--- config.mk ---
export PLATFORM = sky130hd
export DESIGN_NAME = pong_game_ctrl
export DESIGN_NICKNAME = d
export VERILOG_FILES = /design/src/rtl/pong_game_ctrl.sv
export SDC_FILE = /design/constraint.sdc
export NUM_CORES = 1
export LEC_CHECK = 0
export ABC_CLOCK_PERIOD_IN_PS = 2000
export CAP_MARGIN = 25
export CORE_MARGIN = 5
export CORE_UTILIZATION = 30
export CTS_BUF_LIST = sky130_fd_sc_hd__clkbuf_8
export CTS_CLUSTER_SIZE = 20
export DETAILED_ROUTE_END_ITERATION = 12
export HOLD_SLACK_MARGIN = 0.02
export PLACE_DENSITY = 0.58
export SLEW_MARGIN = 20
export SYNTH_ARGS = -nofsm -noshare
export SYNTH_HDL_FRONTEND = slang
export SYNTH_SLANG_ARGS = --single-unit
--- constraint.sdc ---
create_clock -name clk -period 2 [get_ports clk]
set_clock_uncertainty 0.1 [all_clocks]
set_input_delay 0.2 -clock clk [delete_from_list [all_inputs] [get_ports clk]]
set_output_delay 0.2 -clock clk [all_outputs]
set_load 0.1 [all_outputs]
--- src/rtl/pong_game_ctrl.sv ---
// Pong match sequencer: rule screen, serve delay, play, point scoring, game over, BCD scores.
// Optional OVER timeout back to IDLE is built when PONG_CTRL_AUTO_RESTART_EN is defined.
module pong_game_ctrl #(
    parameter int WIN_SCORE    = 11,
    parameter int SERVE_FRAMES = 120
) (
    input  logic       clk,
    input  logic       reset_n,
    input  logic       tick,
    input  logic       start_btn,
    input  logic       point_p1,
    input  logic       point_p2,
    output logic [3:0] dig3,
    output logic [3:0] dig2,
    output logic [3:0] dig1,
    output logic [3:0] dig0,
    output logic       show_rule,
    output logic       show_over,
    output logic       ball_reset,
    output logic       game_run,
    output logic [1:0] winner,
    output logic [2:0] dbg_state
);

    typedef enum logic [2:0] {
        ST_IDLE  = 3'd0,
        ST_SERVE = 3'd1,
        ST_PLAY  = 3'd2,
        ST_POINT = 3'd3,
        ST_OVER  = 3'd4
    } state_t;

    localparam logic [7:0] SERVE_LAST = 8'(SERVE_FRAMES - 1);
    localparam logic [3:0] WIN_TENS   = 4'(WIN_SCORE / 10);
    localparam logic [3:0] WIN_ONES   = 4'(WIN_SCORE % 10);

    state_t     r_state;
    state_t     w_next_state;
    logic       r_start_q;
    logic       r_start_armed;
    logic       w_start_edge;
    logic [7:0] r_serve_cnt;
    logic [3:0] r_p1_tens;
    logic [3:0] r_p1_ones;
    logic [3:0] r_p2_tens;
    logic [3:0] r_p2_ones;
    logic [1:0] r_winner;

    logic       w_clr_scores;
    logic       w_clr_serve;
    logic       w_inc_p1;
    logic       w_inc_p2;
    logic       w_win_load;
    logic [1:0] w_win_val;
    logic       w_p1_win;
    logic       w_p2_win;
    logic [7:0] w_p1_next;
    logic [7:0] w_p2_next;

    // Ones digit wraps 9->0 and carries into tens.
    function automatic logic [7:0] bcd_inc(input logic [3:0] tens, input logic [3:0] ones);
        logic [7:0] res;
        if (ones == 4'd9) begin
            res = {tens + 4'd1, 4'd0};
        end else begin
            res = {tens, ones + 4'd1};
        end
        return res;
    endfunction

    // A start is only honoured once the button has been seen low since reset,
    // so a button held through reset release cannot launch a game.
    assign w_start_edge = start_btn & ~r_start_q & r_start_armed;
    assign w_p1_win     = (r_p1_tens == WIN_TENS) && (r_p1_ones == WIN_ONES);
    assign w_p2_win     = (r_p2_tens == WIN_TENS) && (r_p2_ones == WIN_ONES);
    assign w_p1_next    = bcd_inc(r_p1_tens, r_p1_ones);
    assign w_p2_next    = bcd_inc(r_p2_tens, r_p2_ones);

`ifdef PONG_CTRL_AUTO_RESTART_EN
    localparam logic [9:0] OVER_LAST = 10'(SERVE_FRAMES * 4 - 1);
    logic [9:0] r_over_cnt;
    logic       w_over_timeout;

    assign w_over_timeout = tick && (r_over_cnt == OVER_LAST);

    always_ff @(posedge clk or negedge reset_n) begin
        if (!reset_n) begin
            r_over_cnt <= 10'd0;
        end else if (r_state != ST_OVER) begin
            r_over_cnt <= 10'd0;
        end else if (tick) begin
            r_over_cnt <= r_over_cnt + 10'd1;
        end
    end
`else
    logic w_over_timeout;
    assign w_over_timeout = 1'b0;
`endif

    always_ff @(posedge clk or negedge reset_n) begin
        if (!reset_n) begin
            r_state <= ST_IDLE;
        end else begin
            r_state <= w_next_state;
        end
    end

    always_comb begin
        w_next_state = r_state;
        w_clr_scores = 1'b0;
        w_clr_serve  = 1'b0;
        w_inc_p1     = 1'b0;
        w_inc_p2     = 1'b0;
        w_win_load   = 1'b0;
        w_win_val    = 2'b00;
        case (r_state)
            ST_IDLE: begin
                if (w_start_edge) begin
                    w_clr_scores = 1'b1;
                    w_clr_serve  = 1'b1;
                    w_next_state = ST_SERVE;
                end
            end
            ST_SERVE: begin
                if (tick && (r_serve_cnt == SERVE_LAST)) begin
                    w_next_state = ST_PLAY;
                end
            end
            ST_PLAY: begin
                case ({point_p1, point_p2})
                    2'b10: begin
                        w_inc_p1     = 1'b1;
                        w_next_state = ST_POINT;
                    end
                    2'b01: begin
                        w_inc_p2     = 1'b1;
                        w_next_state = ST_POINT;
                    end
                    2'b11: begin
                        w_clr_serve  = 1'b1;
                        w_next_state = ST_SERVE;
                    end
                    default: ;
                endcase
            end
            ST_POINT: begin
                if (w_p1_win) begin
                    w_win_load   = 1'b1;
                    w_win_val    = 2'b01;
                    w_next_state = ST_OVER;
                end else if (w_p2_win) begin
                    w_win_load   = 1'b1;
                    w_win_val    = 2'b10;
                    w_next_state = ST_OVER;
                end else begin
                    w_clr_serve  = 1'b1;
                    w_next_state = ST_SERVE;
                end
            end
            ST_OVER: begin
                if (w_start_edge || w_over_timeout) begin
                    w_next_state = ST_IDLE;
                end
            end
            default: w_next_state = ST_IDLE;
        endcase
    end

    always_ff @(posedge clk or negedge reset_n) begin
        if (!reset_n) begin
            r_start_q     <= 1'b0;
            r_start_armed <= 1'b0;
        end else begin
            r_start_q     <= start_btn;
            r_start_armed <= r_start_armed | ~start_btn;
        end
    end

    // The state check keeps the tick that coincides with SERVE entry from counting.
    always_ff @(posedge clk or negedge reset_n) begin
        if (!reset_n) begin
            r_serve_cnt <= 8'd0;
        end else if (w_clr_serve) begin
            r_serve_cnt <= 8'd0;
        end else if ((r_state == ST_SERVE) && tick) begin
            r_serve_cnt <= r_serve_cnt + 8'd1;
        end
    end

    always_ff @(posedge clk or negedge reset_n) begin
        if (!reset_n) begin
            r_p1_tens <= 4'd0;
            r_p1_ones <= 4'd0;
            r_p2_tens <= 4'd0;
            r_p2_ones <= 4'd0;
            r_winner  <= 2'b00;
        end else begin
            if (w_clr_scores) begin
                r_p1_tens <= 4'd0;
                r_p1_ones <= 4'd0;
                r_p2_tens <= 4'd0;
                r_p2_ones <= 4'd0;
                r_winner  <= 2'b00;
            end else begin
                if (w_inc_p1) begin
                    {r_p1_tens, r_p1_ones} <= w_p1_next;
                end
                if (w_inc_p2) begin
                    {r_p2_tens, r_p2_ones} <= w_p2_next;
                end
                if (w_win_load) begin
                    r_winner <= w_win_val;
                end
            end
        end
    end

    assign dig3       = r_p1_tens;
    assign dig2       = r_p1_ones;
    assign dig1       = r_p2_tens;
    assign dig0       = r_p2_ones;
    assign winner     = r_winner;
    assign show_rule  = (r_state == ST_IDLE);
    assign show_over  = (r_state == ST_OVER);
    assign ball_reset = (r_state == ST_IDLE) || (r_state == ST_SERVE) || (r_state == ST_OVER);
    assign game_run   = (r_state == ST_PLAY);
    assign dbg_state  = r_state;

endmodule

==> Yosys cells after proc, flatten, opt, wreduce, memory -nomap -nowiden <==
Cells that the tools add are included.
{ "classes": {"addsub": 5, "n_eq_ne": 18, "muxes": 37, "n_bitwise": 5, "n_reduce_logical": 17} }
{ "op_table": {"columns": ["op", "n"], "rows": [
  ["$mux W4", 8],
  ["$mux W8", 4],
  ["$add A4 B1 Y4 const B", 4],
  ["$eq A4 B1 Y1 const B", 4],
  ["$mux W3", 5],
  ["$pmux W3 S5", 1],
  ["$mux W1", 12],
  ["$reduce_bool A2 Y1", 6],
  ["$mux W2", 5],
  ["$add A8 B1 Y8 const B", 1],
  ["$eq A4 B4 Y1 const B", 2],
  ["$eq A8 B7 Y1 const B", 1],
  ["$eq A3 B2 Y1 const B", 2],
  ["$pmux W3 S2", 1],
  ["$eq A2 B2 Y1 const B", 2],
  ["$logic_and A1 B1 Y1", 4],
  ["$ne A2 B1 Y1 const B", 2],
  ["$reduce_and A2 Y1", 2],
  ["$reduce_and A4 Y1", 1],
  ["$eq A3 B1 Y1 const B", 1],
  ["$eq A3 B3 Y1 const B", 1],
  ["$logic_not A3 Y1", 1],
  ["$ne A3 B2 Y1 const B", 1],
  ["$pmux W1 S3", 1],
  ["7 further kinds", 10]
]} }
{ "word_totals": {"ff_bits": 31, "out_inout_bits": 25} }

==> Longest topological paths before layout <==
Gate-level depths: netlist (run 1).
{ "logic_depth": {"ltp_word": 7, "mapped_depth": 7, "ltp_nobuf": 6} }

==> Least setup slack after synthesis (run 1) <==
OpenSTA, ideal clock, no wires.
{ "synth_timing": {"kind": "reg-to-reg", "startpoint": "register r_state[0], in the netlist dbg_state[0]", "endpoint": "register r_p1_tens[3], in the netlist dig3[3]", "setup_time_ns": 0.126, "arrival_time_ns": 3.055, "required_ns": 1.774, "path_slack_ns": -1.281, "path_stages_with_launch": 5, "path_buffers": 1, "path_cell_list": "dfrtp_1 buf_2 nor3_2 nand2_1 a311o_1"} }
{ "synth_via": {"elab_chain_cells": 4} }
{ "synth_lines": {"columns": ["element", "line_no", "rtl"], "rows": [
  ["start: declaration", "37", "state_t r_state;"],
  ["start signal: assignment", "104", "r_state <= w_next_state;"],
  ["$logic_not A3 Y1 (*)", null, null],
  ["net show_rule", "17", "output logic show_rule,"],
  ["$mux W1 (*)", "116", "case (r_state)"],
  ["$reduce_bool A2 Y1 (no line)", null, null],
  ["$reduce_and A2 Y1 (no line)", null, null],
  ["end signal: assignment", "206", "{r_p1_tens, r_p1_ones} <= w_p1_next;"],
  ["end: declaration", "43", "logic [3:0] r_p1_tens;"]
]} }
The timed path passes the listed nets; every way through them passes the cells marked *.
A chain may end at the register's enable or synchronous reset.

==> Final worst setup path (run 1) <==
{ "layout_timing": {"startpoint": "register r_state[2], in the netlist dbg_state[2]", "endpoint": "output game_run"} }
{ "layout_via": {"elab_chain_cells": 1} }
{ "layout_lines": {"columns": ["element", "line_no", "rtl"], "rows": [
  ["$eq A3 B2 Y1", "226", "assign game_run = (r_state == ST_PLAY);"],
  ["end: declaration", "20", "output logic game_run,"]
]} }
Every way passes these cells.

==> flow_summary.yaml, run 1 <==
clock_tree:
  clock_latency_ps: 280
  htreeDepth: 2
  numCtsBuffers: 5
  clockBufferDepth: 2
  cts-root-buf: "clkbuf_8"
  cts_setup_buffers: 0
  cts_resized: 0
  cts_tree: "built"
  clk_pin_slew_ps: 70
  hold_buffers: 0
  clock_sinks: 31
global_routing:
  gr-usage-met2_pct: 18.56
  grt_antenna_before_repair: 0
  grt_max_degree: 32
  grt_overflow: 0
  use_met1_pct: 15.28
  grt_pass1_vias: 1509
  busiest_layer: "met2"
  grt_util_met3_pct: 3.387
  grt_pass1_wl_um: 7141
  grtUsageTotal_pct: 11.81
synth:
  synthDistinctLibCells: 41
  synth_common_cells: "dfrtp_1 (31), nor2_1 (26), ha_1 (12), nor3_1 (11), inv_1 (10)"
  ys_ff_latch: 31
  synth_ff_type: "dfrtp_1"
  yosysTopAreaCell: "dfrtp_1"
  ys_seq_area_share_pct: 42.94
  syn_nets: 202
  yosysWarnings: 0
  synth_edf_count: 0
  syn-cell-area_sq_um: 1807
  async_reset_ff_share_pct: 100.0
  synth.area.top_cells: "dfrtp_1 (43%), ha_1 (8.3%), nor2_1 (5.4%)"
  synthCells: 184
  synth_top_area_share_pct: 42.94
  avgSynthCellArea_sq_um: 9.819
  yosysMostFrequentCell: "dfrtp_1"
layout:
  register_area_sq_um: 797.0
  num_antenna_cells: 0
  fillerInstances: 609
  final_util_pct: 40.35
  syn_to_final_growth_pct: 31.44
  final_layout_size_suffix_gt1_share_pct: 28.13
  nets: 241
  multiInputGateArea_sq_um: 962.2
sta:
  setup_viol: 0
  hold_violations: 0
  fin_crit_ps: 1738
  period_share_pct: 86.90
  relSlewSlack_pct: 68.41
  fmax_ghz: 0.5754
  worstMarginPinSlew_ps: 467.6
  tns_ps: 0
  rsz0062_at_grt: "no"
  slew_violations: 0
setup_path:
  arrival_ps: 1440
  worstSetupPathType: "reg2out"
  crit_slowest_cell: "dfrtp_4"
  slowest_delay_ps: 580
  worstPathRequired_ps: 1700
  end_kind: "output pin"
  start_kind: "register"
  reg2reg_depth: 6
  crit_path_max_fanout: 13
  crit_chain: "nor3b_4 > buf_12"
floorplanning:
  die-area_sq_um: 7675
  rows: 28
  ios: 31
  start_util_pct: 30.70
  fp.dieH_um: 87.61
  die_x_um: 87.61
  core_sq_um: 5886
routing:
  wl_um: 3916
  wire_per_inst_um: 13.10
  vias: 1417
  firstDrtPassIters: 4
  drtIter0Drc: 52
  postRouteAntennaNets: 0
  viasPerCell: 4.739
  drc: 0
power:
  power_w: 0.001656
  peakVddDrop_uv: 561.7
  power.leakage_nw: 1.050
  swShare_pct: 32.85
  clockPowerShare_pct: 30.0
  internal-power_w: 0.001112
  power_frac_comb_pct: 23.8
  p_sw_w: 0.0005441
  pwr-share-seq_pct: 46.2
  p_per_area_nw_per_um2: 697.5
place:
  port_buffers: 30
  place.gp.congestion: 0.7242
  hpwl_um: 2928
min_path:
  hold_class: "in2async"
run_status:
  status: "completed"
run:
  maxCapViolations: 0
-- stage by stage --
stage / std cells / cell area (sq um) / setup WS, ps / hold slack (ps)
6_report: 299 / 2375 / 262.1 / 220.6
5_1_grt: 299 / 2375 / 124.2 / 240.7
4_1_cts: 299 / 2375 / 235.7 / 231.6
3_5_place_dp: 291 / 2283 / 66.46 / 355.0
3_3_place_gp: 291 / 2283 / 137.1 / 342.9
2_1_floorplan: 184 / 1851 / -508.0 / -195.6
-- layout make-up --
cell class / instances / area share [%]
inverters: 10 / 1.581
repair buffers: 39 / 16.54
multi-input cells: 136 / 40.52
clock buffers: 6 / 3.477
well taps: 75 / 3.952
clock inverters: 2 / 0.3688
flip-flops and latches: 31 / 33.56
-- critical path: cells and delay by family, from the launching register on --
kind / cells / cell delay (ps)
simple gates: 1 / 360
flops: 1 / 580
buf+inv: 1 / 220
-- worst paths after layout --
check | start | slack, ps | end
max | dbg_state[2] | 260 | game_run
min | reset_n | 220 | dig0[3]
max reg2reg | dig2[1] | 280 | dbg_state[0]
min reg2reg | r_start_armed | 370 | r_start_armed
max in group asynchronous | reset_n | 1250 | dbg_state[2]
min in group clk | start_btn | 330 | r_start_q
-- cell families after synthesis --
kind of cell | after synthesis | share of synthesized area (%)
buffers and inverters | 17 | 4.501
and+or+nand+nor | 88 | 29.29
DFF | 31 | 42.94
xor gates and xnor gates | 11 | 5.332
adders and majority gates | 12 | 8.310
AOI/OAI and AO/OA | 22 | 7.895
muxes | 3 | 1.731
-- cell usage in the layout, fill, tap and decap left out, drive strengths merged, types with 3 or more instances in the layout --
master          n
xor2            6
dfrtp          31
and3b           3
nand4bb         4
clkbuf          6
inv            11
ha             12
nand3           8
nor2           26
buf            34
a21oi           9
o21ai           6
nor3           14
nand4           3
nand3b          4
nand2           9
clkdlybuf4s50   5
xnor2           5
-- power groups by stage --
stage          clock network (W)  registers (W)  logic, W
2_1_floorplan                  0       0.000822  0.000224
3_3_place_gp                   0       0.000776  0.000397
3_5_place_dp                   0       0.000777  0.000401
4_1_cts                 0.000523       0.000767  0.000402
5_1_grt                 0.000555       0.000776  0.000441
6_report                0.000497       0.000765  0.000394
-- sequential cells by signal (all words and copies together), names as in the netlist, 2 cells and up --
signal,cells
dig0,4
r_serve_cnt,8
dbg_state,3
dig1,4
winner,2
dig3,4
dig2,4
-- per-layer routing --
layer / share of wire [%] / wire [um] / vias up
met5: 0 / 0 / -
met4: 1.7 / 65 / 0
met3: 4.0 / 157 / 7
met2: 46 / 1782 / 24
met1: 49 / 1911 / 663
li1: - / - / 723
Note: power is estimated with default switching activity, not from simulation.
==> run 2: changes to the inputs <==
- CTS_CLUSTER_DIAMETER: default -> 150
==> results of run 2 <==
Same layout as run 1: the final DEF is identical, and so are final timing and power.
==> run 3: changes to the inputs <==
- GPL_ROUTABILITY_DRIVEN: default -> 0
==> results of run 3 <==
Same layout as run 1: the final DEF is identical, and so are final timing and power.
